$ cat config.mk
export PLATFORM = sky130hd
export DESIGN_NAME = pcm_i2s_reader
export DESIGN_NICKNAME = d
export VERILOG_FILES = /design/src/rtl/pcm_i2s_reader.sv
export SDC_FILE = /design/constraint.sdc
export NUM_CORES = 1
export LEC_CHECK = 0
export ABC_AREA = 1
export CAP_MARGIN = 40
export CORE_MARGIN = 3
export CORE_UTILIZATION = 52
export CTS_CLUSTER_DIAMETER = 120
export DETAILED_ROUTE_END_ITERATION = 16
export PLACE_DENSITY_LB_ADDON = 0.3
export SLEW_MARGIN = 10
export SYNTH_ARGS = -nofsm -noshare
export SYNTH_HDL_FRONTEND = slang
export SYNTH_SLANG_ARGS = --single-unit
$ cat constraint.sdc
create_clock -name CLK_I -period 2.8 [get_ports CLK_I]
set_clock_uncertainty 0.15 [all_clocks]
set_input_delay 0.28 -clock CLK_I [delete_from_list [all_inputs] [get_ports CLK_I]]
set_output_delay 0.28 -clock CLK_I [all_outputs]
set_load 0.02 [all_outputs]
$ cat src/rtl/pcm_i2s_reader.sv
// pcm_i2s_reader: drains the stereo PCM RAM one frame ahead and serialises it as 16-bit stereo I2S,
// counting frames that had to be sent without data.
module pcm_i2s_reader #(
    parameter int AW = 10,
    parameter int BCLK_DIV = 4
) (
    input  logic          CLK_I,
    input  logic          RST_I,
    input  logic          ENABLE_I,
    input  logic [AW:0]   WR_PTR_I,
    output logic [AW:0]   RD_PTR_O,
    output logic [AW:0]   LEVEL_O,
    output logic          RAM_RE_O,
    output logic [AW-1:0] RAM_ADDR_O,
    input  logic [15:0]   CH0_DATA_I,
    input  logic [15:0]   CH1_DATA_I,
    output logic          I2S_BCLK_O,
    output logic          I2S_LRCK_O,
    output logic          I2S_SDATA_O,
    output logic          UNDERRUN_O,
    output logic [15:0]   UNDERRUN_CNT_O
);
    typedef enum logic [1:0] {EMPTY, ISSUE, CAPTURE, FULL} state_t;
    localparam int DW = BCLK_DIV > 1 ? $clog2(BCLK_DIV) : 1;
    state_t state;
    logic [AW:0] rd_ptr;
    logic [31:0] hold, shift_reg, frame;
    logic [DW-1:0] div_cnt;
    logic [4:0] slot;
    logic bclk, ram_re, underrun, tick, fall, load, have;
    logic [15:0] underrun_cnt;
    assign tick = ENABLE_I && div_cnt == DW'(BCLK_DIV - 1);
    assign fall = tick && bclk;
    assign load = fall && slot == 5'd31;
    // a frame still in CAPTURE is bypassed straight from the RAM data lines
    assign have = state == FULL || state == CAPTURE;
    assign frame = state == FULL ? hold : {CH0_DATA_I, CH1_DATA_I};
    assign RD_PTR_O = rd_ptr;
    assign LEVEL_O = WR_PTR_I - rd_ptr;
    assign RAM_RE_O = ram_re;
    assign RAM_ADDR_O = rd_ptr[AW-1:0];
    assign I2S_BCLK_O = bclk;
    assign I2S_LRCK_O = (slot + 5'd1) >= 5'd16;
    assign I2S_SDATA_O = shift_reg[31];
    assign UNDERRUN_O = underrun;
    assign UNDERRUN_CNT_O = underrun_cnt;
    always_ff @(posedge CLK_I) begin
        if (RST_I) begin
            state <= EMPTY;
            rd_ptr <= '0;
            hold <= '0;
            shift_reg <= '0;
            div_cnt <= '0;
            slot <= 5'd31;
            bclk <= 1'b0;
            ram_re <= 1'b0;
            underrun <= 1'b0;
            underrun_cnt <= '0;
        end else begin
            underrun <= load && !have;
            if (load && !have && underrun_cnt != 16'hFFFF)
                underrun_cnt <= underrun_cnt + 16'd1;
            ram_re <= state == EMPTY && ENABLE_I && LEVEL_O != '0;
            case (state)
                EMPTY: if (ENABLE_I && LEVEL_O != '0) state <= ISSUE;
                ISSUE: begin
                    state <= CAPTURE;
                    rd_ptr <= rd_ptr + (AW+1)'(1);
                end
                CAPTURE: begin
                    hold <= {CH0_DATA_I, CH1_DATA_I};
                    state <= load ? EMPTY : FULL;
                end
                FULL: if (load) state <= EMPTY;
            endcase
            if (!ENABLE_I) begin
                div_cnt <= '0;
                bclk <= 1'b0;
                slot <= 5'd31;
                shift_reg <= '0;
            end else begin
                div_cnt <= tick ? '0 : div_cnt + DW'(1);
                if (tick) bclk <= !bclk;
                if (fall) begin
                    slot <= slot + 5'd1;
                    shift_reg <= load ? (have ? frame : 32'h0) : {shift_reg[30:0], 1'b0};
                end
            end
        end
    end
endmodule

==> run_results.csv, run 1 <==
group,metric,value,unit
routing,ant_nets,0,
routing,drtIter0Drc,293,
logic_synthesis,syn_inst,736,
critical_path,critPathTopFamily,"buffers and inverters",
sta,rsz0062_at_grt,"false",
sta,hold_viol_final,0,
critical_path,cp_common_cell,"inv_1",
global_route,grt-ovfl-total,0,
critical_path,path_class,"primary input to output pin",
clock_network,cts_max_level,3,
logic_synthesis,synth.top_cells.by_area,"dfxtp_1 (40%), nand2_1 (16%), a21oi_1 (5.5%), nand3_1 (5.0%), inv_1 (5.0%)",
layout,layout.cells.non_filler,958,
logic_synthesis,synth_top_family_by_area,"simple AND/OR/NAND/NOR gates",
logic_synthesis,yosysWarningCount,0,
clock_network,cts_sinks,103,
power_and_ir_drop,ir_drop,0.363,mV
run,cap_violations,0,
routing,vias_per_cell,5.31,
logic_synthesis,syn_avg_cell_area,7.04,um^2
critical_path,cp-start-kind,"primary input",
logic_synthesis,synth_top_cells_by_count,"nand2_1 (222), dfxtp_1 (103), inv_1 (69)",
power_and_ir_drop,leakagePower,2.59,nW
floorplan,ios,99,
clock_network,clk_latency,0.36,ns
critical_path,endpoint,"LEVEL_O[6]",
layout,drive_gt1_frac,0.0772,
sta,fin_tns_setup,0,ns
clock_network,cts.root.buffer_cell,"clkbuf_8",
placement,dpl.hpwl,9.32,mm
routing,first_pass_iters,5,
logic_synthesis,yosys_register_bits,103,
floorplan,start_util,0.548,
worst_hold_path,min_path_type,"primary input to register",
sta,fmax,374,MHz
logic_synthesis,synth_edf_count,0,
global_route,grt_max_degree,46,
placement,postPlaceCellArea,6260,um^2
logic_synthesis,synthArstFlopShare,0,
critical_path,reg2reg_depth,12,
logic_synthesis,syn_area,5180,um^2
critical_path,cp_slowest_stage_delay,0.44,ns
sta,slew_headroom,0.603,
logic_synthesis,synth_ff_type,"dfxtp_1",
logic_synthesis,synthSimpleGateAreaFrac,0.290,
placement,post-place-cells,942,
global_route,grt_first_pass_wirelength,22.2,mm
routing,via_count,5083,
critical_path,worst-path-max-fanout,4,
layout,nFillCells,846,
worst_hold_path,hold_start,"RST_I",
sta,hold_ws,0.186,ns
sta,min_period,2.68,ns
clock_network,cts_tree,"done",
global_route,grt_use_total,0.235,
critical_path,crit_chain,"clkdlybuf4s50_1 > inv_1 > ha_1 > inv_1 > fa_1 > inv_1 > nor3_1 > o21ai_0 > nand2_1 > inv_1 > dlygate4sd2_1",
logic_synthesis,yosysSeqAreaShare,0.398,
global_route,antenna_found_initial,0,
placement,gp_congestion,0.884,
logic_synthesis,synth_top_area_frac,0.398,
layout,final_area,6450,um^2
placement,io_buffers,98,
critical_path,critPathCaptureType,"output pin",
layout,finalNetCount,886,
critical_path,cp.required,2.37,ns
critical_path,cp.arrival,2.25,ns
critical_path,crit_start,"WR_PTR_I[0]",
critical_path,cp_num_cells,11,
status,status,"completed",
logic_synthesis,synthMuxAreaShare,0,
logic_synthesis,ys_types,36,
logic_synthesis,yosysTopAreaCell,"dfxtp_1",
routing,wirelength,12.8,mm
clock_network,clock_path_buffers,2,
sta,worst_slew_pin_slew,0.595,ns
routing,drc,0,
floorplan,die_area,11200,um^2
critical_path,r2r_end,"state[0]",
power_and_ir_drop,pwr_density_cell,479,nW/um^2
global_route,grt_pass1_vias,4983,
logic_synthesis,yosysMostFrequentCell,"nand2_1",
clock_network,cts_buffers,9,
critical_path,path_buf_inv,6,
logic_synthesis,syn_nets,798,
logic_synthesis,synth-xor-area-share,0.0118,
floorplan,die_w,106,um
floorplan,row_count,35,
floorplan,core_area,9460,um^2
layout,diodes,0,
layout,syn_to_final_growth,24.5,%
floorplan,fp.dieH,106,um
critical_path,r2r_slack,0.55,ns
routing,wl_per_cell,13.4,um
logic_synthesis,synth_fa_ha_area_frac,0.0401,
sta,period_share,0.956,
sta,setup_viol,0,
critical_path,slowest_stage,"fa_1",
logic_synthesis,synth-compound-area-share,0.161,
sta,maxSlewViolCount,0,
clock_network,post_cts.repair.setup_buffers,0,
critical_path,r2r_start,"RD_PTR_O[0]",
power_and_ir_drop,finalPower,3.09,mW
clock_network,path_clk_slew,0.10,ns
## tightest hold or removal path, stage by stage
cell	delay, ns
buf_2	0.09
inv_2	0.14
nand2_1	0.11
nor2_1	0.03
## cell usage in the layout, fill, tap and decap left out, types with 10 or more instances in the layout
cell type        synthesis  final
o21ai_1                 21     21
nor2_1                  37     37
clkdlybuf4s50_1          0     89
inv_1                   69     69
o21ai_0                 30     30
nand3_1                 52     52
clkbuf_8                 0     10
ha_1                    15     13
dfxtp_1                103    103
o211ai_1                30     30
nand2_1                222    222
a21oi_1                 57     57
buf_4                   13     20
## metrics by stage
step,utilization,setup WS [ns]
floorplan,-,0.388
global placement,0.660,-0.0975
detailed placement,0.661,-0.164
CTS,0.682,0.0565
global route,0.682,0.00195
finish,0.682,0.124
## how the worst min path moves through the flow
stage                                     to  depth (start not counted)  slack [ns]
after floorplan                   div_cnt[0]                          1        0.25
after global placement            div_cnt[0]                          1        0.26
after detailed placement          div_cnt[0]                          1        0.27
after CTS                 UNDERRUN_CNT_O[11]                          4        0.18
after global routing      UNDERRUN_CNT_O[11]                          4        0.20
final                     UNDERRUN_CNT_O[11]                          4        0.19
## layer usage
| metal | wire (um) | track usage | vias up | share of wire |
|---|---|---|---|---|
| li1 | - | - | 2577 | - |
| met1 | 5750 | 0.300 | 2360 | 0.45 |
| met3 | 596 | 0.0294 | 12 | 0.046 |
| met4 | 134 | 0.0592 | 0 | 0.010 |
| met2 | 6370 | 0.420 | 134 | 0.50 |
| met5 | 0 | 0 | - | 0 |
## final cells by class
cell class / count / area (um^2) / area share
multi-input combinational: 517 / 2610 / 0.405
sequential: 103 / 2060 / 0.320
timing repair buffer: 119 / 1140 / 0.176
inverter: 74 / 280 / 0.0434
tap: 129 / 161 / 0.0250
clock buffer: 10 / 138 / 0.0213
clock inverter: 6 / 62.6 / 0.00969
## power by group
group | switching, mW | internal, mW | leakage, nW
Sequential | 0.0392 | 1.52 | 0.833
Combinational | 0.359 | 0.249 | 1.66
Clock | 0.545 | 0.372 | 0.102
## repair_timing
| action | 4_1_cts | 5_1_grt |
|---|---|---|
| hold buffers | 0 | 0 |
| endpoints found under the hold margin | 0 | 0 |
| endpoints found under the setup margin | 6 | 7 |
| gates resized for setup | 6 | 6 |
## cells by family after synthesis
family / count (synthesis)
simple gates: 347
compound gates: 147
buf+inv: 116
flops: 103
fa+ha+maj: 16
xor+xnor: 7
No activity file was read; power rests on OpenSTA's default activity.
==> run 2, diff against run 1 <==
--- a/config.mk
+++ b/config.mk
@@ -8,10 +8,11 @@
 export ABC_AREA = 1
 export CAP_MARGIN = 40
 export CORE_MARGIN = 3
-export CORE_UTILIZATION = 52
+export CORE_UTILIZATION = 31
 export CTS_CLUSTER_DIAMETER = 120
 export DETAILED_ROUTE_END_ITERATION = 16
 export PLACE_DENSITY_LB_ADDON = 0.3
+export SKIP_LAST_GASP = 1
 export SLEW_MARGIN = 10
 export SYNTH_ARGS = -nofsm -noshare
 export SYNTH_HDL_FRONTEND = slang
==> run_results.csv, run 2 (synthesis gave the netlist of run 1 again) <==
group,metric,value,unit
power_and_ir_drop,seq_power_share,0.462,
floorplan,ios,99,
sta,min_period,2.65,ns
clock_network,postCtsHoldBufs,0,
layout,layout_commonest_cell,"nand2_1",
clock_network,clk_latency,0.36,ns
floorplan,die_w,135,um
clock_network,cts_tree,"done",
power_and_ir_drop,p_switching,988,uW
global_route,grt_pass1_vias,4313,
power_and_ir_drop,p_sw_frac,0.292,
floorplan,fp.dieH,135,um
sta,period_share,0.948,
sta,maxSlewViolCount,0,
sta,rsz0062_at_grt,"false",
clock_network,path_clk_slew,0.07,ns
floorplan,core_area,16100,um^2
routing,ant_nets,0,
sta,worst_slew_pin_slew,0.599,ns
floorplan,die_area,18300,um^2
power_and_ir_drop,pwr_density_cell,510,nW/um^2
critical_path,cp_slowest_stage_delay,0.61,ns
layout,diodes,0,
placement,post-place-cells,1027,
power_and_ir_drop,finalPower,3.38,mW
routing,vias_per_cell,4.56,
critical_path,critPathCaptureType,"output pin",
clock_network,cts_sinks,103,
layout,nFillCells,1673,
clock_network,cts_max_level,3,
power_and_ir_drop,combPwrFrac,0.176,
sta,fin_tns_setup,0,ns
global_route,antenna_found_initial,0,
layout,final_cell_mix,"nand2_1 (222), dfxtp_1 (103), clkdlybuf4s50_1 (89)",
floorplan,start_util,0.322,
power_and_ir_drop,p_clk_frac,0.362,
layout,syn_to_final_growth,28.0,%
status,status,"completed",
critical_path,cp-start-kind,"register",
sta,fmax,377,MHz
global_route,grt_first_pass_wirelength,21.2,mm
sta,hold_viol_final,0,
placement,dpl.hpwl,9.20,mm
floorplan,row_count,46,
routing,drtIter0Drc,241,
routing,wl_per_cell,12.3,um
clock_network,cts_buffers,9,
worst_hold_path,min_path_type,"primary input to register",
power_and_ir_drop,p_int,2.40,mW
clock_network,post_cts.repair.setup_buffers,0,
layout,layout.cells.non_filler,1043,
clock_network,clock_path_buffers,2,
run,cap_violations,0,
critical_path,cp.arrival,2.22,ns
routing,via_count,4759,
global_route,grt-ovfl-total,0,
critical_path,slowest_stage,"clkdlybuf4s50_1",
global_route,grt_use_total,0.141,
clock_network,cts.root.buffer_cell,"clkbuf_16",
critical_path,cp.required,2.37,ns
critical_path,worst-path-max-fanout,5,
critical_path,crit_chain,"inv_1 > fa_2 > inv_1 > buf_4 > nand2_1 > nand2_1 > clkdlybuf4s50_1",
placement,gp_congestion,0.842,
layout,finalNetCount,884,
power_and_ir_drop,ir_drop,0.308,mV
critical_path,path_class,"register to output pin",
layout,seq_area,2060,um^2
routing,first_pass_iters,4,
layout,multiInputGateArea,2620,um^2
global_route,grt_max_degree,46,
placement,io_buffers,98,
layout,drive_gt1_frac,0.0750,
sta,slew_headroom,0.600,
sta,setup_viol,0,
routing,drc,0,
power_and_ir_drop,leakagePower,2.62,nW
routing,wirelength,12.9,mm
-- run 2: cell count changes in the layout (fill, tap and decap cells not counted), sizes merged --
cell | before | now
buf | 22 | 20
dlygate4sd2 | 4 | 5
clkdlybuf4s15 | 1 | 0
-- run 2: what timing repair did --
item                                    CTS  global route
endpoints found under the setup margin    6             6
cloned                                    0             0
resized for setup                         6             6
pin swaps                                 0             0
-- run 2: power by group through the flow --
stage          sequential, mW  clock [mW]  combinational [mW]
2_1_floorplan            1.60           0               0.373
3_3_place_gp             1.60           0               0.605
3_5_place_dp             1.60           0               0.609
4_1_cts                  1.56        1.27               0.606
5_1_grt                  1.57        1.32               0.666
6_report                 1.56        1.23               0.595
-- run 2: worst paths after layout --
| kind | slack, ns | endpoint | cells after the start | startpoint |
|---|---|---|---|---|
| max | 0.15 | LEVEL_O[2] | 7 | RD_PTR_O[1] |
| min | 0.20 | RD_PTR_O[10] | 4 | RST_I |
| max reg2reg | 0.57 | state[0] | 12 | RD_PTR_O[0] |
| min reg2reg | 0.28 | div_cnt[0] | 1 | div_cnt[0] |
-- run 2: layout make-up --
type,instances,area share
clock inverter,6,0.00943
inverter,74,0.0423
multi-input combinational,517,0.394
tap,216,0.0407
sequential,103,0.311
clock buffer,10,0.0345
timing repair buffer,117,0.168
-- run 2: through the flow --
stage	util	area, um^2	hold WS, ns	setup WS, ns
5_1_grt	0.412	6630	0.223	0.0165
4_1_cts	0.411	6630	0.203	0.0260
3_5_place_dp	0.394	6340	0.271	-0.122
3_3_place_gp	0.394	6340	0.268	-0.0997
6_report	0.412	6630	0.202	0.146
2_1_floorplan	-	5180	0.254	0.388
-- run 2: critical path: cells and delay by family (launching register included) --
kind / cells / cell delay [ns]
DFF: 1 / 0.41
buffers and inverters: 4 / 0.93
and+or+nand+nor: 2 / 0.12
adders and majority gates: 1 / 0.41
-- run 2: metal layers --
layer / global-route usage / share of wire / vias to the layer above / wire length [um]
met5: 0 / 0 / - / 0
met4: 0.0347 / 0.011 / 0 / 137
met3: 0.0390 / 0.042 / 12 / 542
met2: 0.230 / 0.46 / 66 / 5890
met1: 0.187 / 0.49 / 2104 / 6300
li1: - / - / 2577 / -
==> run 3, diff against run 2 <==
--- a/config.mk
+++ b/config.mk
@@ -7,11 +7,11 @@
 export LEC_CHECK = 0
 export ABC_AREA = 1
 export CAP_MARGIN = 40
-export CORE_MARGIN = 3
+export CORE_MARGIN = 1.5
 export CORE_UTILIZATION = 31
 export CTS_CLUSTER_DIAMETER = 120
 export DETAILED_ROUTE_END_ITERATION = 16
-export PLACE_DENSITY_LB_ADDON = 0.3
+export PLACE_DENSITY = 0.55
 export SKIP_LAST_GASP = 1
 export SLEW_MARGIN = 10
 export SYNTH_ARGS = -nofsm -noshare
==> run_results.csv, run 3 (synthesis gave the netlist of run 1 again) <==
group,metric,value,unit
global_route,grt_pass1_vias,4329,
power_and_ir_drop,leakagePower,2.64,nW
critical_path,critPathCaptureType,"output pin",
floorplan,start_util,0.315,
layout,drive_gt1_frac,0.0760,
clock_network,clock_path_buffers,2,
routing,first_pass_iters,5,
floorplan,die_w,132,um
global_route,grt-ovfl-total,0,
placement,postPlaceCellArea,6360,um^2
layout,diodes,0,
power_and_ir_drop,pwr_density_cell,514,nW/um^2
layout,final_area,6670,um^2
floorplan,ios,99,
floorplan,core_area,16500,um^2
placement,gp_congestion,0.841,
floorplan,row_count,47,
critical_path,worst-path-max-fanout,4,
critical_path,crit_chain,"clkdlybuf4s50_1 > inv_1 > ha_1 > inv_1 > fa_1 > inv_1 > nand2_1 > nand2_1 > clkdlybuf4s50_1",
worst_hold_path,min_path_type,"primary input to register",
layout,finalNetCount,886,
clock_network,cts_buffers,9,
critical_path,cp.required,2.37,ns
placement,io_buffers,98,
floorplan,fp.dieH,132,um
routing,drc,0,
power_and_ir_drop,ir_drop,0.365,mV
critical_path,slowest_stage,"clkdlybuf4s50_1",
clock_network,cts_max_level,3,
clock_network,cts.root.buffer_cell,"clkbuf_16",
critical_path,path_class,"primary input to output pin",
layout,final_cell_mix,"nand2_1 (222), dfxtp_1 (103), clkdlybuf4s50_1 (90)",
routing,ant_nets,0,
sta,min_period,2.64,ns
critical_path,cp.arrival,2.21,ns
clock_network,post_cts.repair.setup_buffers,0,
global_route,antenna_found_initial,0,
routing,wirelength,13.0,mm
sta,slew_headroom,0.578,
routing,drtIter0Drc,258,
critical_path,r2r_slack,0.53,ns
clock_network,postCtsHoldBufs,0,
layout,layout_commonest_cell,"nand2_1",
critical_path,cp_common_cell,"inv_1",
sta,worst_slew_pin_slew,0.632,ns
sta,hold_ws,0.210,ns
layout,syn_to_final_growth,28.8,%
global_route,grt_use_total,0.153,
sta,rsz0062_at_grt,"false",
sta,setup_viol,0,
sta,fmax,378,MHz
sta,hold_viol_final,0,
clock_network,path_clk_slew,0.07,ns
clock_network,cts_tree,"done",
placement,post-place-cells,1033,
placement,dpl.hpwl,9.06,mm
sta,fin_tns_setup,0,ns
routing,wl_per_cell,12.4,um
sta,setup_ws,0.157,ns
routing,vias_per_cell,4.57,
status,status,"completed",
run,cap_violations,0,
floorplan,die_area,17500,um^2
layout,layout.cells.non_filler,1049,
critical_path,cp-start-kind,"primary input",
sta,period_share,0.944,
routing,via_count,4792,
critical_path,cp_slowest_stage_delay,0.61,ns
global_route,grt_first_pass_wirelength,21.8,mm
global_route,grt_max_degree,46,
sta,maxSlewViolCount,0,
clock_network,cts_sinks,103,
clock_network,clk_latency,0.35,ns
placement,place_ws,-0.115,ns
run 3: changes by cell type in the layout (fill, tap and decap cells not counted), sizes merged:
cell | previous run | this run
buf | 20 | 22
dlygate4sd2 | 5 | 3
bufinv | 0 | 1
clkbuf | 11 | 12
clkdlybuf4s50 | 89 | 90
clkinv | 3 | 2
dlymetal6s2s | 2 | 3
inv | 77 | 76
run 3: final cells by class:
type / count / area (um^2)
Multi-Input combinational cell: 517 / 2630
Tap cell: 220 / 275
Clock inverter: 5 / 65.1
Timing Repair Buffer: 119 / 1130
Inverter: 74 / 280
Clock buffer: 11 / 233
Sequential cell: 103 / 2060
Fill cell: 1746 / 9790
run 3: repair_timing:
| action | in CTS | in global routing |
|---|---|---|
| setup endpoints to repair | 4 | 5 |
| gates resized for setup | 4 | 7 |
| cloned | 0 | 0 |
run 3: stage by stage:
step                       util  power, mW
after detailed placement  0.386       2.21
final                     0.405       3.43
after floorplan               -       1.97
after global routing      0.405       3.62
after CTS                 0.404       3.48
after global placement    0.386       2.21
run 3: critical path: cells and delay by family:
kind / cells / cell delay [ns]
AND/OR/NAND/NOR: 2 / 0.14
buffers and inverters: 5 / 1.24
adder cells (fa/ha/maj): 2 / 0.57
run 3: worst paths after layout:
check	to	cells past startpoint	startpoint
min	RD_PTR_O[10]	4	RST_I
max reg2reg	state[0]	11	RD_PTR_O[1]
min reg2reg	div_cnt[0]	1	div_cnt[0]
max	LEVEL_O[2]	9	WR_PTR_I[0]
run 3: where the power goes:
part | switching [mW] | internal, mW
sequential | 0.0393 | 1.52
clock | 0.565 | 0.704
combinational | 0.350 | 0.248
run 3: routing by layer:
layer  vias to the layer above  global-route usage  wire (um)
met2                        94               0.243       5860
met3                         6              0.0354        560
li1                       2581                   -          -
met4                         0              0.0421        140
met1                      2111               0.210       6410
met5                         -                   0          0
